--- config.mk ---
export PLATFORM = sky130hd
export DESIGN_NAME = vga_timing_param
export DESIGN_NICKNAME = d
export VERILOG_FILES = /design/src/rtl/vga_timing_param.sv
export SDC_FILE = /design/constraint.sdc
export NUM_CORES = 1
export LEC_CHECK = 0
export ABC_AREA = 1
export BUFFER_PORTS_ARGS = -buffer_cell sky130_fd_sc_hd__buf_2
export CAP_MARGIN = 20
export CORE_UTILIZATION = 30
export CTS_CLUSTER_SIZE = 14
export DETAILED_ROUTE_END_ITERATION = 16
export PLACE_DENSITY_LB_ADDON = 0.25
export SYNTH_ARGS = -nofsm -noshare
export SYNTH_HDL_FRONTEND = slang
export SYNTH_SLANG_ARGS = --single-unit
--- constraint.sdc ---
create_clock -name clk -period 1.9 [get_ports clk]
set_input_delay 0.095 -clock clk [delete_from_list [all_inputs] [get_ports clk]]
set_output_delay 0.095 -clock clk [all_outputs]
set_load 0.01 [all_outputs]
--- src/rtl/vga_timing_param.sv ---
// ----------------------------------------------------------------------------
// vga_timing_param
//   Parametrised VGA raster timing generator. Produces the pixel position
//   (hcount/vcount), sync pulses with per-axis polarity, blanking flags, a
//   frame_start pulse and a free-running completed-frame counter. Every output
//   is registered and decoded from the next count values, so the flags are
//   coherent with the position presented in the same cycle.
//
//   Optional feature: define VGA_TIMING_CE_EN to add the pixel-enable input
//   ce. All state then advances only on ce=1 cycles; frame_start reads 0 after
//   ce=0 edges so it lasts exactly one ce-qualified cycle.
//
//   Ports:
//     clk          in   pixel (or system) clock
//     rst          in   synchronous reset, active high
//     ce           in   pixel enable (VGA_TIMING_CE_EN only)
//     hcount       out  horizontal position, 0..H_TOTAL-1
//     vcount       out  vertical position,   0..V_TOTAL-1
//     hsync        out  horizontal sync, active level H_SYNC_POL
//     vsync        out  vertical sync,   active level V_SYNC_POL
//     hblnk        out  horizontal blanking (hcount >= H_ACTIVE)
//     vblnk        out  vertical blanking   (vcount >= V_ACTIVE)
//     frame_start  out  one-cycle pulse on the wrap to (0,0)
//     frame_cnt    out  completed-frame counter, wraps
// ----------------------------------------------------------------------------
module vga_timing_param #(
    parameter int unsigned CNT_W      = 11,
    parameter int unsigned H_ACTIVE   = 800,
    parameter int unsigned H_FP       = 40,
    parameter int unsigned H_SYNC     = 128,
    parameter int unsigned H_BP       = 88,
    parameter int unsigned V_ACTIVE   = 600,
    parameter int unsigned V_FP       = 1,
    parameter int unsigned V_SYNC     = 4,
    parameter int unsigned V_BP       = 23,
    parameter bit          H_SYNC_POL = 1'b1,
    parameter bit          V_SYNC_POL = 1'b1,
    parameter int unsigned FRAME_W    = 8
) (
    input  logic               clk,
    input  logic               rst,
`ifdef VGA_TIMING_CE_EN
    input  logic               ce,
`endif
    output logic [CNT_W-1:0]   hcount,
    output logic [CNT_W-1:0]   vcount,
    output logic               hsync,
    output logic               vsync,
    output logic               hblnk,
    output logic               vblnk,
    output logic               frame_start,
    output logic [FRAME_W-1:0] frame_cnt
);

    // ------------------------------------------------------------------------
    // Derived geometry
    // ------------------------------------------------------------------------
    localparam int unsigned H_TOTAL    = H_ACTIVE + H_FP + H_SYNC + H_BP;
    localparam int unsigned V_TOTAL    = V_ACTIVE + V_FP + V_SYNC + V_BP;
    localparam int unsigned H_SYNC_BEG = H_ACTIVE + H_FP;
    localparam int unsigned H_SYNC_END = H_ACTIVE + H_FP + H_SYNC;
    localparam int unsigned V_SYNC_BEG = V_ACTIVE + V_FP;
    localparam int unsigned V_SYNC_END = V_ACTIVE + V_FP + V_SYNC;

    localparam logic [CNT_W-1:0] H_LAST    = CNT_W'(H_TOTAL - 1);
    localparam logic [CNT_W-1:0] V_LAST    = CNT_W'(V_TOTAL - 1);
    localparam logic [CNT_W-1:0] H_ACT_C   = CNT_W'(H_ACTIVE);
    localparam logic [CNT_W-1:0] V_ACT_C   = CNT_W'(V_ACTIVE);
    localparam logic [CNT_W-1:0] H_SBEG_C  = CNT_W'(H_SYNC_BEG);
    localparam logic [CNT_W-1:0] H_SEND_C  = CNT_W'(H_SYNC_END);
    localparam logic [CNT_W-1:0] V_SBEG_C  = CNT_W'(V_SYNC_BEG);
    localparam logic [CNT_W-1:0] V_SEND_C  = CNT_W'(V_SYNC_END);

    // ------------------------------------------------------------------------
    // Elaboration checks: zero-width porches/syncs and totals that overflow
    // the counters would silently produce a broken raster.
    // ------------------------------------------------------------------------
    if (H_FP == 0 || H_SYNC == 0 || H_BP == 0 ||
        V_FP == 0 || V_SYNC == 0 || V_BP == 0) begin : g_bad_porch
        $fatal(1, "vga_timing_param: porch and sync widths must be non-zero");
    end

    if ((64'(H_TOTAL) > (64'(1) << CNT_W)) ||
        (64'(V_TOTAL) > (64'(1) << CNT_W))) begin : g_bad_width
        $fatal(1, "vga_timing_param: H_TOTAL/V_TOTAL do not fit in CNT_W bits");
    end

    // ------------------------------------------------------------------------
    // State registers
    // ------------------------------------------------------------------------
    logic [CNT_W-1:0]   hcount_q,      hcount_d;
    logic [CNT_W-1:0]   vcount_q,      vcount_d;
    logic               hsync_q,       hsync_d;
    logic               vsync_q,       vsync_d;
    logic               hblnk_q,       hblnk_d;
    logic               vblnk_q,       vblnk_d;
    logic               frame_start_q, frame_start_d;
    logic [FRAME_W-1:0] frame_cnt_q,   frame_cnt_d;

    // Advance qualifier: pixel enable when present, otherwise every cycle.
    logic adv_c;
`ifdef VGA_TIMING_CE_EN
    assign adv_c = ce;
`else
    assign adv_c = 1'b1;
`endif

    // ------------------------------------------------------------------------
    // Next-state: counters first, then every flag decoded from the next counts
    // so that flags and position are presented together.
    // ------------------------------------------------------------------------
    always_comb begin
        hcount_d      = hcount_q;
        vcount_d      = vcount_q;
        frame_cnt_d   = frame_cnt_q;
        frame_start_d = 1'b0;

        if (adv_c) begin
            if (hcount_q == H_LAST) begin
                hcount_d = '0;
                if (vcount_q == V_LAST) begin
                    // Wrap from the last pixel of the frame: one frame done.
                    vcount_d      = '0;
                    frame_start_d = 1'b1;
                    frame_cnt_d   = frame_cnt_q + FRAME_W'(1);
                end else begin
                    vcount_d = vcount_q + CNT_W'(1);
                end
            end else begin
                hcount_d = hcount_q + CNT_W'(1);
            end
        end

        // On hold cycles the counts are unchanged, so these decodes reproduce
        // the held flag values.
        hblnk_d = (hcount_d >= H_ACT_C);
        vblnk_d = (vcount_d >= V_ACT_C);
        hsync_d = ((hcount_d >= H_SBEG_C) && (hcount_d < H_SEND_C)) ?
                  H_SYNC_POL : ~H_SYNC_POL;
        // vcount only moves with the hcount wrap, so vsync changes at hcount=0.
        vsync_d = ((vcount_d >= V_SBEG_C) && (vcount_d < V_SEND_C)) ?
                  V_SYNC_POL : ~V_SYNC_POL;
    end

    // ------------------------------------------------------------------------
    // Registers with synchronous reset; reset wins over ce.
    // ------------------------------------------------------------------------
    always_ff @(posedge clk) begin
        if (rst) begin
            hcount_q      <= '0;
            vcount_q      <= '0;
            hsync_q       <= ~H_SYNC_POL;
            vsync_q       <= ~V_SYNC_POL;
            hblnk_q       <= 1'b0;
            vblnk_q       <= 1'b0;
            frame_start_q <= 1'b0;
            frame_cnt_q   <= '0;
        end else begin
            hcount_q      <= hcount_d;
            vcount_q      <= vcount_d;
            hsync_q       <= hsync_d;
            vsync_q       <= vsync_d;
            hblnk_q       <= hblnk_d;
            vblnk_q       <= vblnk_d;
            frame_start_q <= frame_start_d;
            frame_cnt_q   <= frame_cnt_d;
        end
    end

    // ------------------------------------------------------------------------
    // Outputs
    // ------------------------------------------------------------------------
    assign hcount      = hcount_q;
    assign vcount      = vcount_q;
    assign hsync       = hsync_q;
    assign vsync       = vsync_q;
    assign hblnk       = hblnk_q;
    assign vblnk       = vblnk_q;
    assign frame_start = frame_start_q;
    assign frame_cnt   = frame_cnt_q;

endmodule

After elaboration in Yosys (flattened, before gate mapping)
Cells that the tools add are included. W data, S select, Z words.

$add $sub $neg: 3. Shifts and indexed selects: 0. Magnitude comparators: 6. Divide/modulo/power cells: 0. Reductions and logical operators: 4. Mux-type cells: 6. Multiply operators: 0. Bitwise gates (word level): 1. Equality and inequality tests: 2.

Operators by type and width (number): $ge A11 B10 Y1 const B (4); $mux W11 (3); $add A11 B1 Y11 const B (2); $lt A11 B10 Y1 const B (2); $eq A11 B10 Y1 const B (1); $eq A11 B11 Y1 const B (1); $add A8 B1 Y8 const B (1); $mux W1 (3); $logic_and A1 B1 Y1 (2); $reduce_and A2 Y1 (1); $reduce_or A2 Y1 (1); $not A1 Y1 (1).

Bits in writable memories: 0. Bits in registers: 35. Bits in latches: 0. Memories: 0. Bits of input ports: 2. Logic and storage cells: 30. ROM bits: 0. Output and inout port bits: 35.

Depth between registers and ports, before layout
Gate-level depths: netlist (run 1).

Depth in word-level cells: 6. Depth in mapped cells: 15. Gate-level depth less buffers: 14.

Least setup slack after synthesis (run 1)
OpenSTA, ideal clock, no wires.

Kind: reg-to-reg. Start point: register hcount_q[0] (netlist: hcount[0]). End point: register frame_cnt_q[7] (netlist: frame_cnt[7]). Path slack: 0.035 ns. Buffers on the path: 1. Arrival time: 1.748 ns. Cell stages (with the launch flop): 14. Required time: 1.784 ns. Path through: dfxtp_1 ha_1 nand2_2 nor2_2 nand2_2 nor2_4 buf_6 inv_4 nor2_4 nand2_1 nor3_2 nand2_1 o21ai_1 a21oi_1.

Cells in the longest elaborated chain, start to end: 2.

RTL lines: start: declaration (line 91) `logic [CNT_W-1:0] hcount_q, hcount_d;`; start signal: assignment (line 159) `hcount_q <= hcount_d;`; $eq A11 B11 Y1 (line 119) `if (hcount_q == H_LAST) begin`; $reduce_and A2 Y1 (no line); end signal: assignment (line 166) `frame_cnt_q <= frame_cnt_d;`; end: declaration (line 98) `logic [FRAME_W-1:0] frame_cnt_q, frame_cnt_d;`.

No other way between the ends. A chain may end at the register's enable or synchronous reset.

Worst setup path after layout (run 1)
Start point: register hcount_q[0] (netlist: hcount[0]). End point: register vsync_q (netlist: vsync).

Cells in the longest elaborated chain, start to end: 5.

RTL lines: $eq A11 B11 Y1 * (line 119); $mux W11 * (line 119); $ge A11 B10 Y1 or $lt A11 B10 Y1 (tied branches) (line 141) `vsync_d = ((vcount_d >= V_SBEG_C) && (vcount_d < V_SEND_C)) ?`; $logic_and A1 B1 Y1 * (line 141); $mux W1 * (line 141); end signal: assignment (line 153) `vsync_q <= ~V_SYNC_POL;`; end signal: assignment (line 162) `vsync_q <= vsync_d;`; end: declaration (line 94) `logic vsync_q, vsync_d;`.

Every way passes the cells marked *; elsewhere a longest branch is shown, timed or not.

==> metrics, run 1 <==
Worst VDD drop 0.2357 mV; total grt overflow 0; Synth top area share 37.23%; data required time of the worst path 2.12 ns; Critical path origin hcount[0]$_SDFF_PP0_; Num CTS Buffers 5; dominant cell by count in the synthesized netlist nand2_1; clock latency on the worst-skew pair 0.29 ns; total number of vias 1984; Synth Area in Adders 1.995%; CP Class reg2reg; Std-Cell Rows 28; Placer Congestion 0.8890; CP Buf/Inv Count 2; fin area 0.002510 mm2; reg2reg start hcount[0]$_SDFF_PP0_; post-route antenna net violation count 0; clk slew on worst S/H paths 0.07 ns; largest net degree at the start of global routing 21; WP depth 14; Final Hold Violating Endpoints 0; final setup vio count 0; DR pass1 iterations 4; synthesized-area fraction occupied by and/or/nand/nor cells 40.82%; Sw Ratio 22.48%; Critical Path Start Type flip-flop; flops & latches, synth 35; fin crit share 99.03%; Critical Path Sink vsync$_SDFF_PP0_; Synth Area in Compound Gates 9.375%; CTS tree built; YS warnings 0; GRT met2 Usage 25.63%; Sequential Power Share 55.3%; mux cell area share after synthesis 0%; routed len/inst 11.19 um; die height 81.20 um; Slowest-stage cell, CP dfxtp_2; vias in the first global route 1770; r2r setup slk 0.02 ns; IO Pins 37; Antenna Cells 0; largest family of logic cells by synthesized area simple AND/OR/NAND/NOR gates; HP Start rst; Max stage delay on crit path 0.35 ns; Final #Nets 358; sequential area share after synthesis 37.23%; first-pass GRT wire length 7783 um; Arr. time, crit path 2.10 ns; xor/xnor share of the synthesized area 0.4654%; fin. max-slew vios 0; core area 0.005991 mm2; Synth Flop Type dfxtp_1; CP max FO 6; layout cells sized above 1 26.91%; CP Capture Type flip-flop; clock network fraction of total power 41.0%; worst hold path class in2reg; die width 81.20 um; clk buf depth 2; Worst Tran Pin Value 0.3742 ns; status completed; Initial Util 31.41%; Area Growth Syn to Fin 33.38%; Port Buffers 36; clock sink count 35; CP delay by family, top simple AND/OR/NAND/NOR gates; synth cell count leaders nand2_1, nor2_1, inv_1; GRT busiest layer met2; Hold WS 0.04809 ns; drt initial violations 109; post-DP HPWL 3537 um; Final min period 1.881 ns; Clock Tree Root clkbuf_8; RSZ-0062 raised after global routing yes; clock skew 0.01376 ns; Post-DP Area 0.002270 mm2; met3 Use GR 3.596%; Post-synth EDFFs 0; Max-cap violations 0; GRT met1 Usage 19.41%; Synth Instances 291; Distinct cells, synth 28; reg2reg path depth 14; Synth Cell Area 0.001882 mm2; vias per cell 4.636; async set or reset register ratio after synthesis 0%; H-tree depth 2; Die ar. 0.006593 mm2; Slew HR 74.86%; Power Internal 1.044 mW; largest area contributor in the netlist dfxtp_1; initial antenna violation count 0; NetSw 302.8 uW; CP cell instances ha_4, nand2_4, nor2_4, nand2_2, nor2_4, buf_12, inv_4, nand2_2, nand2_1, nor2_2, nand2_1, a21oi_2, nand3_1, nor2_1; syn avg cell area 6.467 um2; static leakage 1.165 nW; RR Endpoint vsync$_SDFF_PP0_; GRT Overall Usage 15.22%; final wirelength 4789 um; Pwr per Cell Area 536.6 mW/mm2; highest clock rate 531.5 MHz; Comb pwr share 3.7%; Remaining DRCs 0; Synth area leaders dfxtp_1, nand2_1, nor2_1; Net Count, Synth 296
==> worst register-to-register path, cell delays in order, from the launching register on <==
cell	delay [ns]
dfxtp_2	0.35
ha_4	0.15
nand2_4	0.06
nor2_4	0.10
nand2_2	0.08
nor2_4	0.19
buf_12	0.14
inv_4	0.05
nand2_2	0.06
nand2_1	0.06
nor2_2	0.16
nand2_1	0.08
a21oi_2	0.15
nand3_1	0.09
nor2_1	0.11
==> power groups by stage <==
stage	registers, mW	clock network (mW)	logic, mW
after floorplan	0.763	0	0.0197
after global placement	0.758	0	0.0477
after detailed placement	0.758	0	0.0479
after CTS	0.741	0.570	0.0486
after global routing	0.745	0.603	0.0577
final	0.744	0.553	0.0499
==> cell type report <==
class,count,area (um2)
Multi-Input combinational cell,209,1071
Tap cell,75,93.84
Clock buffer,6,82.58
Sequential cell,35,703.2
Timing Repair Buffer,59,390.4
Clock inverter,1,5.005
Fill cell,645,3481
Inverter,43,163.9
==> metal layers <==
metal / vias to the layer above / share of wire (%)
li1: 1057 / -
met1: 877 / 47
met2: 48 / 47
met3: 2 / 5.7
met4: 0 / 0.40
met5: - / 0
==> cell families (layout without fill, tap and decap cells) <==
kind of cell	count (synthesis)	after routing
xor+xnor	1	1
simple gates	172	172
compound gates	33	33
fa+ha+maj	3	3
flops	35	35
buf+inv	47	109
==> flip-flops by register name (all words and copies together), names as in the netlist <==
register / cells
frame_cnt: 8
frame_start: 1
hcount: 11
vcount: 11
vblnk: 1
hblnk: 1
vsync: 1
hsync: 1
==> how the worst min path moves through the flow <==
stage               slack, ns  cells past startpoint                        end
floorplan                0.17                      1  frame_cnt[2]$_SDFFE_PP0P_
global placement         0.34                      2  frame_cnt[6]$_SDFFE_PP0P_
detailed placement       0.35                      2  frame_cnt[2]$_SDFFE_PP0P_
CTS                      0.04                      2  frame_cnt[6]$_SDFFE_PP0P_
global route             0.05                      2  frame_cnt[6]$_SDFFE_PP0P_
finish                   0.05                      2  frame_cnt[6]$_SDFFE_PP0P_
==> stage by stage <==
stage | util [%] | worst slack (ns) | power, mW | std cells | setup TNS [ns]
floorplan | - | 0.03549 | 0.7829 | 291 | 0
global placement | 37.89 | 0.03894 | 0.8057 | 415 | 0
detailed placement | 37.89 | 0.01154 | 0.8062 | 415 | 0
CTS | 40.04 | 0.02897 | 1.360 | 426 | 0
global route | 41.90 | -0.1404 | 1.406 | 428 | -0.3068
finish | 41.90 | 0.01851 | 1.347 | 428 | 0
==> what timing repair did <==
| item | 4_1_cts | 5_1_grt |
|---|---|---|
| buffers inserted | 4 | 1 |
| endpoints found under the setup margin | 1 | 7 |
| hold buffers | 0 | 0 |
| resized for setup | 4 | 22 |
| gates cloned | 0 | 1 |
| pin swaps | 3 | 7 |
==> cell usage in the layout (no fill, tap or decap), drive strengths merged <==
| master | netlist | routed |
|---|---|---|
| nand3 | 23 | 23 |
| xor2 | 1 | 1 |
| ha | 3 | 3 |
| or2 | 1 | 1 |
| nand3b | 1 | 1 |
| a31o | 1 | 1 |
| inv | 43 | 43 |
| dfxtp | 35 | 35 |
| nand2 | 74 | 74 |
| nor2 | 51 | 51 |
| nor4 | 1 | 1 |
| clkinv | 0 | 1 |
| clkbuf | 2 | 7 |
| nor3b | 5 | 5 |
| a21oi | 15 | 15 |
| o21bai | 2 | 2 |
| nand4 | 7 | 7 |
| o21ai | 14 | 14 |
| nor3 | 9 | 9 |
| buf | 2 | 58 |
| a21boi | 1 | 1 |
Note: power is estimated with default switching activity, not from simulation.
==> inputs of run 2 (changes only) <==
- MAX_ROUTING_LAYER: not set -> met4
- PLACE_DENSITY_LB_ADDON: 0.25 -> 0.15
- clock period: 1.9 -> 2.1 ns (I/O delays scaled with it)
==> run 2 against run 1 <==
Effect of this change: die area unchanged; clock skew decreased by 0.0072 ns; register-to-register slack improved by 0.14 ns; flip-flop and latch count unchanged; largest power group unchanged; critical path type unchanged; non-clock buffer count decreased by 8.
==> metrics, run 2 (synthesis results as in run 1) <==
status completed (unchanged); Sw Ratio 23.31% (was 22.48%); fin area 0.002392 mm2 (was 0.002510 mm2); Worst Tran Pin Value 0.3655 ns (was 0.3742 ns); CP Class reg2reg (unchanged); data required time of the worst path 2.28 ns (was 2.12 ns); Hold WS 0.06776 ns (was 0.04809 ns); clock latency on the worst-skew pair 0.29 ns (about the same); clock sink count 35 (unchanged); Comb pwr share 3.5% (was 3.7%); static leakage 1.116 nW (was 1.165 nW); area of the multi-input gates 0.001051 mm2 (was 0.001071 mm2); core area 0.005991 mm2 (unchanged); fin. max-slew vios 0 (unchanged); vias per cell 4.620 (was 4.636); hold_buf cts 0 (unchanged); clk buf depth 2 (unchanged); Pwr per Cell Area 500.6 mW/mm2 (was 536.6 mW/mm2); Std-Cell Rows 28 (unchanged); Slowest-stage cell, CP dfxtp_2 (unchanged); fin crit share 92.27% (was 99.03%); post-DP HPWL 3595 um (was 3537 um); CP cell instances ha_4, nand2_2, nor2_4, nand2_4, nor2_4, clkinv_4, nor2_4, nand2_4, nor3_4, nand2_2, o21ai_2, a21oi_1 (was ha_4, nand2_4, nor2_4, nand2_2, nor2_4, buf_12, inv_4, nand2_2, nand2_1, nor2_2, nand2_1, a21oi_2, nand3_1, nor2_1); GRT Overall Usage 16.07% (was 15.22%); Max stage delay on crit path 0.35 ns (about the same); final setup vio count 0 (unchanged); CP Capture Type flip-flop (unchanged); Worst VDD drop 0.2808 mV (was 0.2357 mV); Arr. time, crit path 2.12 ns (was 2.10 ns); Antenna Cells 0 (unchanged); Die ar. 0.006593 mm2 (unchanged); Port Buffers 36 (unchanged); clock skew 0.006594 ns (was 0.01376 ns); initial antenna violation count 0 (unchanged); total number of vias 1945 (was 1984); Final Hold Violating Endpoints 0 (unchanged); Post-DP Area 0.002197 mm2 (was 0.002270 mm2); final wirelength 4815 um (was 4789 um); Final #Nets 350 (was 358); Sequential Area 703.2 um2 (unchanged); hold path depth 2 (unchanged); IO Pins 37 (unchanged); die width 81.20 um (unchanged); Critical Path Start Type flip-flop (unchanged); die height 81.20 um (unchanged); NetSw 279.1 uW (was 302.8 uW); vias in the first global route 1717 (was 1770); post-route antenna net violation count 0 (unchanged); drt initial violations 120 (was 109); most frequent CP cell nor2_4; Clock Tree Root clkbuf_8 (unchanged); worst hold path class in2reg (unchanged); layout cells sized above 1 23.41% (was 26.91%); commonest non-fill, non-tap cell in the layout nand2_1 (unchanged); Initial Util 31.41% (unchanged); Placer Congestion 0.8485 (was 0.8890); Remaining DRCs 0 (unchanged); Num CTS Buffers 5 (unchanged); highest clock rate 516.1 MHz (was 531.5 MHz); first-pass GRT wire length 7859 um (was 7783 um); total grt overflow 0 (unchanged); Area Growth Syn to Fin 27.13% (was 33.38%); setup TNS 0 ns (unchanged); Final min period 1.938 ns (was 1.881 ns); clk slew on worst S/H paths 0.08 ns (was 0.07 ns); clock network fraction of total power 40.2% (was 41.0%); non-filler cells, final 421 (was 428); Power Internal 918.5 uW (was 1.044 mW); reg2reg path depth 12 (was 14); DR pass1 iterations 4 (unchanged); CP max FO 8 (was 6); Slew HR 75.45% (was 74.86%); routed len/inst 11.44 um (was 11.19 um); H-tree depth 2 (unchanged); placed insts 407 (was 415); Max-cap violations 0 (unchanged); FILL cells 634 (was 645); largest net degree at the start of global routing 20 (was 21); Sequential Power Share 56.3% (was 55.3%); CTS tree built (unchanged); most frequent cells in the layout nand2_1, nor2_1, inv_1 (unchanged)
run 2: changes by cell type in the layout (fill, tap and decap cells not counted), moves of 2 or more:
cell | previous run | this run
buf_4 | 20 | 14
nor2_1 | 43 | 45
o21ai_0 | 10 | 12
clkbuf_1 | 0 | 2
run 2: path summary, 6_finish.rpt:
check,start,end,slack (ns)
worst max-delay path,hcount[0]$_SDFF_PP0_,frame_cnt[7]$_SDFFE_PP0P_,0.16
worst min-delay path,rst,vcount[6]$_SDFF_PP0_,0.07
worst max register to register,hcount[0]$_SDFF_PP0_,frame_cnt[7]$_SDFFE_PP0P_,0.16
worst min register to register,frame_cnt[7]$_SDFFE_PP0P_,frame_cnt[7]$_SDFFE_PP0P_,0.49
run 2: routing by layer:
layer  track usage [%]  routed length, um
met5                 -                  0
met4             4.821                 60
met3             3.596                196
met2             23.95               2120
met1             21.54               2438
run 2: power groups by stage:
stage / Clock [mW] / Combinational, mW / Sequential [mW]
after CTS: 0.501 / 0.0412 / 0.671
final: 0.481 / 0.0425 / 0.674
after global routing: 0.523 / 0.0477 / 0.675
after global placement: 0 / 0.0408 / 0.687
after detailed placement: 0 / 0.0412 / 0.687
after floorplan: 0 / 0.0178 / 0.690
run 2: cell type report:
type / count / share of cell area [%]
Clock inverter: 1 / 0.2092
Multi-Input combinational cell: 209 / 43.93
Inverter: 43 / 6.956
Clock buffer: 7 / 3.190
Timing Repair Buffer: 51 / 12.40
Sequential cell: 35 / 29.39
Tap cell: 75 / 3.923
run 2: worst max-delay path: cells and delay by family, from the launching register on:
kind	cells	cell delay (ns)
AO/OA/AOI/OAI	2	0.16
adder cells (fa/ha/maj)	1	0.14
buffers and inverters	1	0.14
flip-flops	1	0.35
AND/OR/NAND/NOR	8	1.02
run 2: metrics by stage:
| stage | setup WS (ns) | power [mW] | util [%] |
|---|---|---|---|
| after global routing | -0.01290 | 1.246 | 39.93 |
| after CTS | 0.07760 | 1.213 | 38.03 |
| final | 0.1623 | 1.198 | 39.93 |
| after global placement | 0.1462 | 0.7274 | 36.68 |
| after detailed placement | 0.09202 | 0.7283 | 36.68 |
| after floorplan | 0.2355 | 0.7083 | - |
run 2: repair_timing:
action / 4_1_cts / 5_1_grt
setup endpoints to repair: 0 / 7
setup buffers: 0 / 6
resized for setup: 0 / 17
==> inputs of run 3 (changes only) <==
- CELL_PAD_IN_SITES_DETAIL_PLACEMENT: not set -> 0
- CELL_PAD_IN_SITES_GLOBAL_PLACEMENT: not set -> 1
- CORE_MARGIN: not set -> 2
==> run 3 against run 2 <==
Effect of this change: clock-buffer cell count shrank 2; setup slack better by 0.0078 ns; combinational power increased by 7.3%; register-to-register slack barely moved; die area rose by 5.0%; cell area is 2.7% higher.
==> metrics, run 3 (synthesis results as in run 1) <==
clock skew 0.003508 ns (was 0.006594 ns); Slew HR 77.01% (was 75.45%); CP Class reg2reg (unchanged); total grt overflow 0 (unchanged); Final Hold Violating Endpoints 0 (unchanged); Antenna Cells 0 (unchanged); post-route antenna net violation count 0 (unchanged); Critical Path Start Type flip-flop (unchanged); data required time of the worst path 2.29 ns (was 2.28 ns); H-tree depth 2 (unchanged); Worst VDD drop 0.2490 mV (was 0.2808 mV); Num CTS Buffers 5 (unchanged); clock latency on the worst-skew pair 0.29 ns (about the same); most frequent cells in the layout nand2_1, nor2_1, inv_1 (unchanged); IO Pins 37 (unchanged); Remaining DRCs 0 (unchanged); final setup vio count 0 (unchanged); Std-Cell Rows 28 (unchanged); Final #Nets 351 (was 350); hold_buf cts 0 (unchanged); Die ar. 0.006922 mm2 (was 0.006593 mm2); drt initial violations 94 (was 120); Max-cap violations 0 (unchanged); Pwr per Cell Area 545.7 mW/mm2 (was 500.6 mW/mm2); worst hold path class in2reg (unchanged); DR pass1 iterations 4 (unchanged); final wirelength 5053 um (was 4815 um); die width 83.20 um (was 81.20 um); fin. max-slew vios 0 (unchanged); Final min period 1.930 ns (was 1.938 ns); status completed (unchanged); commonest non-fill, non-tap cell in the layout nand2_1 (unchanged); vias in the first global route 1880 (was 1717); static leakage 1.120 nW (was 1.116 nW); GRT Overall Usage 15.70% (was 16.07%); CP max FO 8 (unchanged); initial antenna violation count 0 (unchanged); clock sink count 35 (unchanged); Worst Tran Pin Value 0.3416 ns (was 0.3655 ns); CP Capture Type flip-flop (unchanged); Port Buffers 36 (unchanged); CTS tree built (unchanged); vias per cell 4.607 (was 4.620); Arr. time, crit path 2.12 ns (about the same); Hold WS 0.1910 ns (was 0.06776 ns); first-pass GRT wire length 8673 um (was 7859 um); Area Growth Syn to Fin 30.52% (was 27.13%); Placer Congestion 0.8068 (was 0.8485); clk buf depth 2 (unchanged); total number of vias 1944 (was 1945); fin crit share 91.90% (was 92.27%); total power draw 1.340 mW (was 1.198 mW); die height 83.20 um (was 81.20 um); routed len/inst 11.97 um (was 11.44 um); core area 0.005991 mm2 (unchanged); clk slew on worst S/H paths 0.08 ns (about the same); largest net degree at the start of global routing 24 (was 20); post-DP HPWL 3802 um (was 3595 um); layout cells sized above 1 25.65% (was 23.41%); Initial Util 31.41% (unchanged); Clock Tree Root clkbuf_8 (unchanged); highest clock rate 518.2 MHz (was 516.1 MHz)
==> run 3: where the power goes <==
| group | leakage, nW | internal, mW | switching (mW) |
|---|---|---|---|
| Clock | 0.0581 | 0.354 | 0.268 |
| Sequential | 0.283 | 0.669 | 0.00474 |
| Combinational | 0.779 | 0.0183 | 0.0273 |
==> run 3: path summary, 6_finish.rpt <==
kind                                             endpoint  slack [ns]  depth (start not counted)                       from
worst min-delay path            frame_cnt[4]$_SDFFE_PP0P_        0.19                          4                        rst
worst min register to register  frame_cnt[7]$_SDFFE_PP0P_        0.47                          2  frame_cnt[7]$_SDFFE_PP0P_
worst max-delay path            frame_cnt[7]$_SDFFE_PP0P_        0.17                         12       hcount[1]$_SDFF_PP0_
worst max register to register  frame_cnt[7]$_SDFFE_PP0P_        0.17                         12       hcount[1]$_SDFF_PP0_
==> run 3: per-stage QoR <==
stage	util [%]	TNS, ns	instance area, um2	setup slack [ns]	std cells
CTS	38.68	0	2317	0.05371	416
finish	41.00	0	2456	0.1702	422
global route	41.00	-0.01918	2456	-0.009780	422
floorplan	-	0	1882	0.2355	291
detailed placement	36.80	0	2205	0.06766	408
global placement	36.80	0	2205	0.1524	408
==> run 3: metal layers <==
layer  GRT usage [%]  part of all wire (%)  up-vias
met3           3.678                   4.1        6
met4           4.918                   1.3        0
met2           23.97                    45       32
met1           20.58                    49      867
li1                -                     -     1039
met5               -                     0        -
==> run 3: worst max-delay path, cell delays in order (launching register included) <==
cell and delay, ns:
dfxtp_2 0.36, ha_4 0.15, nand2_4 0.06, nor2_4 0.13, nand2_4 0.06, nor2_4 0.19, clkinv_4 0.15, nor2_4 0.14
nand2_2 0.09, nor3_2 0.21, nand2_1 0.09, o21ai_1 0.13, a21oi_1 0.05
==> run 3: area by class of cell <==
type	instances	area, um2
Clock buffer	5	68.82
Clock inverter	3	43.79
Tap cell	75	93.84
Sequential cell	35	703.2
Multi-Input combinational cell	209	1072
Fill cell	656	3535
Timing Repair Buffer	52	307.8
Inverter	43	166.4
==> run 3: what timing repair did <==
action / CTS / global route
resized for setup: 0 / 25
setup buffers: 0 / 6
endpoints found under the hold margin: 0 / 0
endpoints found under the setup margin: 0 / 6
